$ cat src/rtl/spi_master_tx.sv
// SPI mode-0 initiator: shifts one MSB-first word out on mosi while capturing miso,
// framed by cs_n, with a start/ready/done handshake towards the local logic.
module spi_master_tx #(
  parameter int unsigned DATA_W   = 8,
  parameter int unsigned HALF_PER = 2
) (
  input  logic              clk,
  input  logic              reset,
  input  logic              start,
  input  logic [DATA_W-1:0] tx_data,
  output logic              ready,
  output logic              done,
  output logic [DATA_W-1:0] rx_data,
  output logic              sck,
  output logic              cs_n,
  output logic              mosi,
  input  logic              miso
);

  localparam int unsigned HCNT_W = (HALF_PER > 1) ? $clog2(HALF_PER) : 1;
  localparam int unsigned BCNT_W = $clog2(DATA_W);
  localparam logic [HCNT_W-1:0] HCNT_LAST = HCNT_W'(HALF_PER - 1);
  localparam logic [BCNT_W-1:0] BCNT_LAST = BCNT_W'(DATA_W - 1);

  typedef enum logic [1:0] {IDLE, LEAD, SHIFT, TRAIL} state_e;

  state_e            state_q, state_d;
  logic [HCNT_W-1:0] hcnt_q, hcnt_d;
  logic [BCNT_W-1:0] bcnt_q, bcnt_d;
  logic [DATA_W-1:0] tx_sh_q, tx_sh_d;
  logic [DATA_W-1:0] rx_sh_q, rx_sh_d;
  logic [DATA_W-1:0] rx_data_q, rx_data_d;
  logic              sck_q, sck_d;
  logic              cs_n_q, cs_n_d;
  logic              mosi_q, mosi_d;
  logic              ready_q, ready_d;
  logic              done_q, done_d;
  logic              half_end;

  assign half_end = (hcnt_q == HCNT_LAST);

  // State register
  always_ff @(posedge clk) begin
    if (!reset) state_q <= IDLE;
    else        state_q <= state_d;
  end

  // Next-state logic
  always_comb begin
    state_d = state_q;
    case (state_q)
      IDLE:    if (start) state_d = LEAD;
      LEAD:    if (half_end) state_d = SHIFT;
      SHIFT:   if (half_end && sck_q && (bcnt_q == BCNT_LAST)) state_d = TRAIL;
      TRAIL:   if (half_end) state_d = IDLE;
      default: state_d = IDLE;
    endcase
  end

  // Counters, shifters and registered pin values for the next cycle
  always_comb begin
    hcnt_d    = hcnt_q;
    bcnt_d    = bcnt_q;
    tx_sh_d   = tx_sh_q;
    rx_sh_d   = rx_sh_q;
    rx_data_d = rx_data_q;
    sck_d     = sck_q;
    cs_n_d    = cs_n_q;
    mosi_d    = mosi_q;
    ready_d   = ready_q;
    done_d    = 1'b0;
    case (state_q)
      IDLE: begin
        if (start) begin
          tx_sh_d = tx_data;
          mosi_d  = tx_data[DATA_W-1];
          cs_n_d  = 1'b0;
          ready_d = 1'b0;
          sck_d   = 1'b0;
          hcnt_d  = '0;
          bcnt_d  = '0;
        end
      end
      LEAD: begin
        if (half_end) begin
          hcnt_d  = '0;
          sck_d   = 1'b1;
          rx_sh_d = {rx_sh_q[DATA_W-2:0], miso};
        end else begin
          hcnt_d = hcnt_q + HCNT_W'(1);
        end
      end
      SHIFT: begin
        if (!half_end) begin
          hcnt_d = hcnt_q + HCNT_W'(1);
        end else begin
          hcnt_d = '0;
          if (sck_q) begin
            sck_d = 1'b0;
            // Rotate rather than shift so the word stays intact; mosi follows the next-lower bit.
            if (bcnt_q != BCNT_LAST) begin
              bcnt_d  = bcnt_q + BCNT_W'(1);
              mosi_d  = tx_sh_q[DATA_W-2];
              tx_sh_d = {tx_sh_q[DATA_W-2:0], tx_sh_q[DATA_W-1]};
            end
          end else begin
            sck_d   = 1'b1;
            rx_sh_d = {rx_sh_q[DATA_W-2:0], miso};
          end
        end
      end
      TRAIL: begin
        if (!half_end) begin
          hcnt_d = hcnt_q + HCNT_W'(1);
        end else begin
          hcnt_d    = '0;
          bcnt_d    = '0;
          cs_n_d    = 1'b1;
          mosi_d    = 1'b0;
          done_d    = 1'b1;
          ready_d   = 1'b1;
          rx_data_d = rx_sh_q;
        end
      end
      default: ;
    endcase
  end

  // Datapath and output registers
  always_ff @(posedge clk) begin
    if (!reset) begin
      hcnt_q    <= '0;
      bcnt_q    <= '0;
      tx_sh_q   <= '0;
      rx_sh_q   <= '0;
      rx_data_q <= '0;
      sck_q     <= 1'b0;
      cs_n_q    <= 1'b1;
      mosi_q    <= 1'b0;
      ready_q   <= 1'b1;
      done_q    <= 1'b0;
    end else begin
      hcnt_q    <= hcnt_d;
      bcnt_q    <= bcnt_d;
      tx_sh_q   <= tx_sh_d;
      rx_sh_q   <= rx_sh_d;
      rx_data_q <= rx_data_d;
      sck_q     <= sck_d;
      cs_n_q    <= cs_n_d;
      mosi_q    <= mosi_d;
      ready_q   <= ready_d;
      done_q    <= done_d;
    end
  end

  assign sck     = sck_q;
  assign cs_n    = cs_n_q;
  assign mosi    = mosi_q;
  assign ready   = ready_q;
  assign done    = done_q;
  assign rx_data = rx_data_q;

endmodule

$ cat config.mk
export PLATFORM = sky130hd
export DESIGN_NAME = spi_master_tx
export DESIGN_NICKNAME = d
export VERILOG_FILES = /design/src/rtl/spi_master_tx.sv
export SDC_FILE = /design/constraint.sdc
export NUM_CORES = 1
export LEC_CHECK = 0
export CELL_PAD_IN_SITES_DETAIL_PLACEMENT = 1
export CELL_PAD_IN_SITES_GLOBAL_PLACEMENT = 1
export CORE_MARGIN = 1.5
export CORE_UTILIZATION = 40
export CTS_CLUSTER_DIAMETER = 200
export DETAILED_ROUTE_END_ITERATION = 12
export GPL_TIMING_DRIVEN = 0
export PLACE_DENSITY = 0.9
export SETUP_SLACK_MARGIN = 0.2
export SYNTH_ARGS = -nofsm -noshare
export SYNTH_HDL_FRONTEND = slang
export SYNTH_SLANG_ARGS = --single-unit
$ cat constraint.sdc
create_clock -name clk -period 5.2 [get_ports clk]
set_clock_uncertainty 0.15 [all_clocks]
set_input_delay 0.78 -clock clk [delete_from_list [all_inputs] [get_ports clk]]
set_output_delay 0.78 -clock clk [all_outputs]
set_load 0.01 [all_outputs]
Word level (Yosys, flattened, before mapping)
Cells that the tools add are included.
- flip-flop bits (word level): 34
- output and inout port bits: 13
- logic and storage cells: 77
- $add $sub $neg: 2
- eq/ne operators: 13
- mux-type cells: 35
- reductions and logical operators: 17
- operators with widths (operator ; count):
    $mux 8 ; 7
    $pmux 8 s2 ; 2
    $ne 2x2->1 const B ; 8
    $mux 3 ; 5
    $reduce_and 4->1 ; 3
    $mux 1 ; 11
    $pmux 3 s3 ; 1
    $mux 2 ; 4
    $pmux 2 s4 ; 1
    $pmux 1 s3 ; 2
    $reduce_and 6->1 ; 1
    $reduce_bool 2->1 ; 3
    $reduce_bool 3->1 ; 2
    $reduce_and 5->1 ; 1
    $eq 2x2->1 const B ; 2
    $pmux 1 s2 ; 2
    $reduce_and 2->1 ; 2
    $add 3x1->3 const B ; 1
    $eq 3x3->1 const B ; 1
    $ne 3x3->1 const B ; 1
    $reduce_and 3->1 ; 1
    $reduce_or 3->1 ; 1
    $eq 2x1->1 const B ; 1
    $logic_and 1x1->1 ; 2
    2 further kinds ; 2

Longest topological paths before layout
Gate-level depths: netlist of run 1.
- depth in word-level cells: 5
- mapped depth: 8
- gate-level depth less buffers: 6

Worst setup path after synthesis of run 1
OpenSTA, ideal clock, no wires.
- path type: input to register
- from: input port start
- to: register tx_sh_q[5]
- library setup time: 116 ps
- arrival: 1582 ps
- required time: 4934 ps
- path slack: 3352 ps
- cell stages on the path: 5
- path buffers: 1
- path through: and2b_1 > a211oi_4 > buf_6 > nand2_1 > o211a_1
- word-level cells in the longest chain between the ends: 2
- RTL lines (item ; line ; source):
    from (decl) ; 9 ; input logic start,
    $ne 2x2->1 (no source line) ; - ;
    $reduce_and 5->1 (no source line) ; - ;
    to (signal assigned) ; 145 ; tx_sh_q <= tx_sh_d;
    to (decl) ; 30 ; logic [DATA_W-1:0] tx_sh_q, tx_sh_d;
Every way passes these cells.
A chain may end at the register's enable or synchronous reset.

Final worst setup path of run 1
- from: register sck_q (netlist: sck)
- to: output port sck
- RTL lines (item ; line ; source):
    from (decl) ; 33 ; logic sck_q, sck_d;
    from (signal assigned) ; 148 ; sck_q <= sck_d;
    to (decl) ; 14 ; output logic sck,
No word-level cell between the ends.

==> results.md, run 1 <==
* Fillers at 482
* Max-cap violation count at 0
* Fin nets at 232
* Vias in the first global route at 1,347
* CTS Sinks at 34
* Syn Nets at 202
* Worst-case clock buffer depth at 2
* Post-DP Area at 0.00193 mm2
* Fmax at 440 MHz
* Post-CTS Resized at 0
* Mapped Area at 0.00163 mm2
* Rel. slew slack at 0.685
* Total wire length at 3.84 mm
* Die ar. at 0.00447 mm2
* Number of synthesized register bits at 34
* RePlAce Congestion at 0.747
* Req. time, crit path at 4.27 ns
* Status: complete, no violations
* Setup bufs post-CTS at 0
* Layout area overhead at 23.8%
* Detailed Route Iter0 Violations at 72
* Critical path type: reg -> out
* CP max stage delay at 0.58 ns
* Seq/Total Area, Yosys at 0.417
* Critical-path top delay cell: clkdlybuf4s50_1
* Most frequent cells in the layout: dfxtp_1 (34), nand2_1 (29), nand3_1 (23), clkdlybuf4s50_1 (23), o21ai_0 (17)
* Netlist cell types at 33
* First-pass GRT wire length at 6.36 mm
* Worst EP arrival at 1.34 ns
* Final Hold Vio Count at 0
* Critical-path maximum fanout at 7
* Initial antenna violation count at 0
* H-tree levels at 2
* DR vias at around 1.4k
* Synth area leaders: dfxtp_1 (42%), ha_1 (7.7%), nand3_1 (7.0%), nand2_1 (6.7%), o21ai_0 (5.2%)
* Clock Latency Late Sink at between 0.2 and 0.3 ns
* CP Launch Type: flop
* Layout cells sized above 1 at 0.0948
* Final period util at 0.437
* Avg Inst Size Synth at 9.07 um2
* Die H at 66.9 um
* Avg WL per Cell at roughly 15 um
* Total power at 975 uW
* Worst hold path class: reg -> reg
* Post-synth top area share at 0.417
* Critical path endpoint category: primary output
* Critical-path cell list: clkdlybuf4s50_1
* DRT Pass-1 Iters at 4
* Largest area contributor in the netlist: dfxtp_1
* Critical path's top delay family: buffers and inverters
* Final Slew Violations at 0
* TritonCTS Buffers at 5
* Finished Cell Area at 0.00202 mm2
* Post-placement cell count at approximately 250
* Synth Instances at 180
* TritonCTS clock tree: done
* WP buf/inv at 1
* Setup Viol. Count Final at 0
* Ant. Diodes at 0
* Starting Density at 0.411
* Unrepaired setup endpoints after global routing: false
* Root Buffer: clkbuf_8
* IO Pins at 25
* Warning count from the yosys run at 0
* Post-Layout Cell Count at 261
* Commonest non-fill, non-tap cell in the layout: dfxtp_1
* Crit path time final at 2.27 ns
* Post-DRT Antenna Nets at 0
* Maximum VDD drop at 281 uV
* Port bufs at 23
* Vias/cell at 5.30
* TNS Setup at 0 ns
* Congestion Overflow GR at 0
* Least-Margin Pin Slew at approximately 0.47 ns
* PwrDens at 483 mW/mm2
* # DRC at 0
* Pleak at 0.795 nW
* # rows at 23
* Largest net degree at the start of global routing at 12
* Die extent in x at 66.9 um
* Count of hold-fix buffers inserted at cts at 0
* Detailed-placement wirelength estimate at about 2.9 mm
* Core area at 0.00397 mm2
* Global Route Usage Sum at 0.194
* Clock transition at path regs at 0.07 ns
[path summary, 6_finish.rpt]
kind                                 from                       to  slack, ns  cells past startpoint
hold / removal    rx_data[4]$_SDFFE_PN0P_  rx_data[4]$_SDFFE_PN0P_       0.31                      2
hold reg to reg   rx_data[4]$_SDFFE_PN0P_  rx_data[4]$_SDFFE_PN0P_       0.31                      2
setup reg to reg   bcnt_q[0]$_SDFFE_PN0P_  tx_sh_q[6]$_SDFFE_PN0P_       3.16                      7
setup / recovery         sck$_SDFFE_PN0P_                      sck       2.93                      1
[metal layers]
layer	vias up	GRT usage	wire length [um]
li1	691	-	-
met1	663	0.239	1770
met2	23	0.321	1890
met3	6	0.0557	116
met4	0	0.0689	60
met5	-	0	0
[cell families (layout without fill, tap and decap cells)]
group / Yosys count / count (layout) / synth area share
mux: 7 / 7 / 0.0429
buf+inv: 15 / 46 / 0.0498
flops: 34 / 34 / 0.417
fa+ha+maj: 10 / 10 / 0.0766
compound gates: 46 / 46 / 0.212
simple gates: 68 / 68 / 0.202
[registers in the layout, summed over array words and instances (netlist names), 2 cells and up]
| signal | count |
|---|---|
| rx_data | 8 |
| rx_sh_q | 8 |
| tx_sh_q | 8 |
| bcnt_q | 3 |
| state_q | 2 |
[stage by stage]
stage | setup WS (ns) | hold slack [ns] | util
4_1_cts | 2.91 | 0.321 | 0.509
3_5_place_dp | 2.65 | 0.311 | 0.485
5_1_grt | 2.85 | 0.325 | 0.509
3_3_place_gp | 2.68 | 0.304 | 0.485
2_1_floorplan | 3.35 | 0.287 | -
6_report | 2.93 | 0.313 | 0.509
[cell type report]
class / count / area, um2 / area share
clock inverters: 2 / 12.5 / 0.00619
clock buffers: 6 / 82.6 / 0.0409
multi-input cells: 131 / 871 / 0.431
well taps: 50 / 62.6 / 0.0310
plain buffers: 13 / 73.8 / 0.0365
inverters: 2 / 7.51 / 0.00372
flip-flops and latches: 34 / 681 / 0.337
repair buffers: 23 / 230 / 0.114
[power by group]
group	total (mW)	leakage, nW	switching, mW	internal, mW
logic	0.428	0.471	0.241	0.187
registers	0.338	0.277	0.0322	0.306
clock network	0.209	0.0472	0.103	0.106
total	0.975	0.795	0.376	0.599
[worst min-delay path, stage by stage, from the launching register on]
cell and delay [ns]:
dfxtp_1 0.31, nand2_1 0.04, a21boi_0 0.06
[Yosys cell counts]
library cell and n:
or4_1 1, a21boi_1 1, a21boi_0 8, o31ai_1 1
a21bo_2 2, a21oi_1 4, nor2b_1 2, buf_4 2
a31oi_1 1, o211ai_1 1, buf_6 2, nand2_1 29
nand3_1 23, o311a_1 1, nor3_1 2, nand4_1 1
a211oi_4 1, o211a_1 7, and3_1 1, nand3b_2 1
o21ai_0 17, nand3b_1 2, dfxtp_1 34, mux2i_1 7
nand2b_1 4, nor2_1 1, ha_1 10, inv_1 2
o21ai_4 1, o21ba_4 1, clkbuf_1 7, buf_2 2
and2b_1 1
No activity file was read; power rests on OpenSTA's default activity.
==> inputs of run 2 (changes only) <==
==> constraint.sdc (replaced) <==
create_clock -name clk -period 2.21 [get_ports clk]
set_clock_uncertainty 0.15 [all_clocks]
set_input_delay 0.3315 -clock clk [delete_from_list [all_inputs] [get_ports clk]]
set_output_delay 0.3315 -clock clk [all_outputs]
set_load 0.01 [all_outputs]
==> results.md, run 2 (synthesis gave the netlist of run 1 again) <==
* Status: complete, no violations
* Fmax at between 500 and 600 MHz
* Critical path type: reg -> reg
* RePlAce Congestion at 0.747 (unchanged)
* Post-DRT Antenna Nets at 0 (unchanged)
* CTS Sinks at 34 (unchanged)
* Post-Route Utilization at 0.516 (+0.00756)
* Switching share of total power at 0.382 (-0.00343)
* PwrDens at 1160 mW/mm2 (+140%)
* First-pass GRT wire length at 6.49 mm (+2.1%)
* Die extent in x at 66.9 um (unchanged)
* Root Buffer: clkbuf_8
* Global Route Usage Sum at 0.198 (+0.00389)
* Detailed Route Iter0 Violations at 79 (+9.7%)
* Worst R2R Path Depth at 6 (-1)
* TritonCTS clock tree: done
* Clock Latency Late Sink at 0.29 ns (about the same)
* Ant. Diodes at 0 (unchanged)
* Register-to-register setup slack at 0.31 ns (-2.85 ns)
* Layout area overhead at 25.6%
* Pleak at 0.801 nW (+0.82%)
* Finished Cell Area at 0.00205 mm2 (+1.5%)
* Core area at 0.00397 mm2 (unchanged)
* Internal at 1.47 mW (+150%)
* Most frequent cells in the layout: dfxtp_1 (32), nand2_1 (29), nand3_1 (23), clkdlybuf4s50_1 (23), o21ai_0 (17)
* CP Launch Type: flop
* Crit path time final at 1.90 ns
* Hold Crit Start: reset
* Req. time, crit path at 2.28 ns (-1.99 ns)
* Congestion Overflow GR at 0 (unchanged)
* Starting Density at 0.411 (unchanged)
* Largest net degree at the start of global routing at 12 (unchanged)
* Total wire length at 3.91 mm (+2.0%)
* IO Pins at 25 (unchanged)
* Logic gate share of total power at 0.456 (+0.017)
* Die H at 66.9 um (unchanged)
* Least-Margin Pin Slew at 0.483 ns (+0.00996 ns)
* R2r startpoint: state_q[0]$_SDFFE_PN0P_
* R2R Path End: sck$_SDFFE_PN0P_
* DR vias at 1,405 (+1.6%)
* Avg WL per Cell at 14.9 um (+1.2%)
* Max-cap violation count at 0 (unchanged)
* Post-DP Area at 0.00193 mm2 (unchanged)
* Post-placement cell count at 253 (unchanged)
* Detailed-placement wirelength estimate at 2.86 mm (unchanged)
* Maximum VDD drop at 660 uV (+140%)
* # rows at 23 (unchanged)
* H-tree levels at 2 (unchanged)
* TritonCTS Buffers at 5 (unchanged)
* Worst setup startpoint: state_q[0]$_SDFFE_PN0P_
* Vias in the first global route at 1,365 (+1.3%)
* Critical-path maximum fanout at 9 (+2)
* Final Slew Violations at 0 (unchanged)
* Post-Layout Cell Count at 263 (+0.77%)
* Worst-case clock buffer depth at 2 (unchanged)
* # DRC at 0 (unchanged)
* Clock power share at 0.207 (-0.008)
* Hold path endpoint: rx_sh_q[2]$_SDFFE_PN0P_
* Switching Power at 910 uW (+140%)
* Commonest non-fill, non-tap cell in the layout: dfxtp_1
* TNS Setup at 0 ns (unchanged)
* Worst hold path class: in -> reg
* Sequential power share at 0.336 (-0.011)
* DRT Pass-1 Iters at 4 (unchanged)
* Clock transition at path regs at 0.07 ns (about the same)
* Rel. slew slack at 0.678 (-0.00664)
* Final Hold Vio Count at 0 (unchanged)
* Initial antenna violation count at 0 (unchanged)
* Hold Path Depth at 3 (+1)
* Port bufs at 23 (unchanged)
* Fin nets at 234 (+0.86%)
* Setup Viol. Count Final at 0 (unchanged)
* Layout cells sized above 1 at 0.127 (+0.0320)
* Unrepaired setup endpoints after global routing: false
* Final period util at 0.861
* Worst EP arrival at 1.98 ns (+0.64 ns)
* Vias/cell at 5.34 (+0.82%)
* Die ar. at 0.00447 mm2 (unchanged)
* Critical path endpoint category: flop
-- run 2: how the worst max path moves through the flow --
stage	end	depth (start not counted)
finish	sck$_SDFFE_PN0P_	6
global route	rx_sh_q[6]$_SDFFE_PN0P_	8
CTS	rx_sh_q[0]$_SDFFE_PN0P_	7
detailed placement	tx_sh_q[6]$_SDFFE_PN0P_	6
global placement	tx_sh_q[5]$_SDFFE_PN0P_	6
floorplan	tx_sh_q[5]$_SDFFE_PN0P_	7
-- run 2: cell type report --
| cell class | instances | area [um2] |
|---|---|---|
| Buffer | 13 | 80.1 |
| Clock buffer | 6 | 82.6 |
| Clock inverter | 2 | 12.5 |
| Fill cell | 475 | 1920 |
| Inverter | 2 | 7.51 |
| Multi-Input combinational cell | 131 | 877 |
| Sequential cell | 34 | 683 |
| Tap cell | 50 | 62.6 |
| Timing Repair Buffer | 25 | 245 |
-- run 2: critical path: stages, from the launching register on --
cell      delay [ns]
dfxtp_2         0.36
inv_1           0.11
ha_1            0.23
buf_6           0.14
o21ba_4         0.23
or4_1           0.46
a21boi_1        0.15
-- run 2: stage by stage --
stage	hold WS, ns	worst slack (ns)	power [mW]
after global placement	0.304	0.143	1.77
final	0.305	0.306	2.38
after detailed placement	0.311	0.110	1.82
after CTS	0.309	0.250	2.37
after global routing	0.325	0.205	2.54
after floorplan	0.287	0.398	1.55
-- run 2: power by group through the flow --
stage / clock [mW] / sequential [mW] / combinational [mW]
6_report: 0.493 / 0.800 / 1.09
2_1_floorplan: 0 / 0.796 / 0.755
3_5_place_dp: 0 / 0.810 / 1.01
4_1_cts: 0.500 / 0.796 / 1.08
5_1_grt: 0.527 / 0.815 / 1.20
3_3_place_gp: 0 / 0.803 / 0.966
-- run 2: routing by layer --
| metal | part of all wire | up-vias | GRT usage |
|---|---|---|---|
| met2 | 0.49 | 22 | 0.325 |
| met5 | 0 | - | 0 |
| li1 | - | 695 | - |
| met3 | 0.029 | 6 | 0.0557 |
| met4 | 0.015 | 0 | 0.0689 |
| met1 | 0.46 | 682 | 0.248 |
-- run 2: timing repair --
item	4_1_cts	5_1_grt
gates cloned	0	0
setup endpoints to repair	3	17
resized for setup	1	6
pin swaps	1	1
setup buffers	2	0
hold buffers	0	0
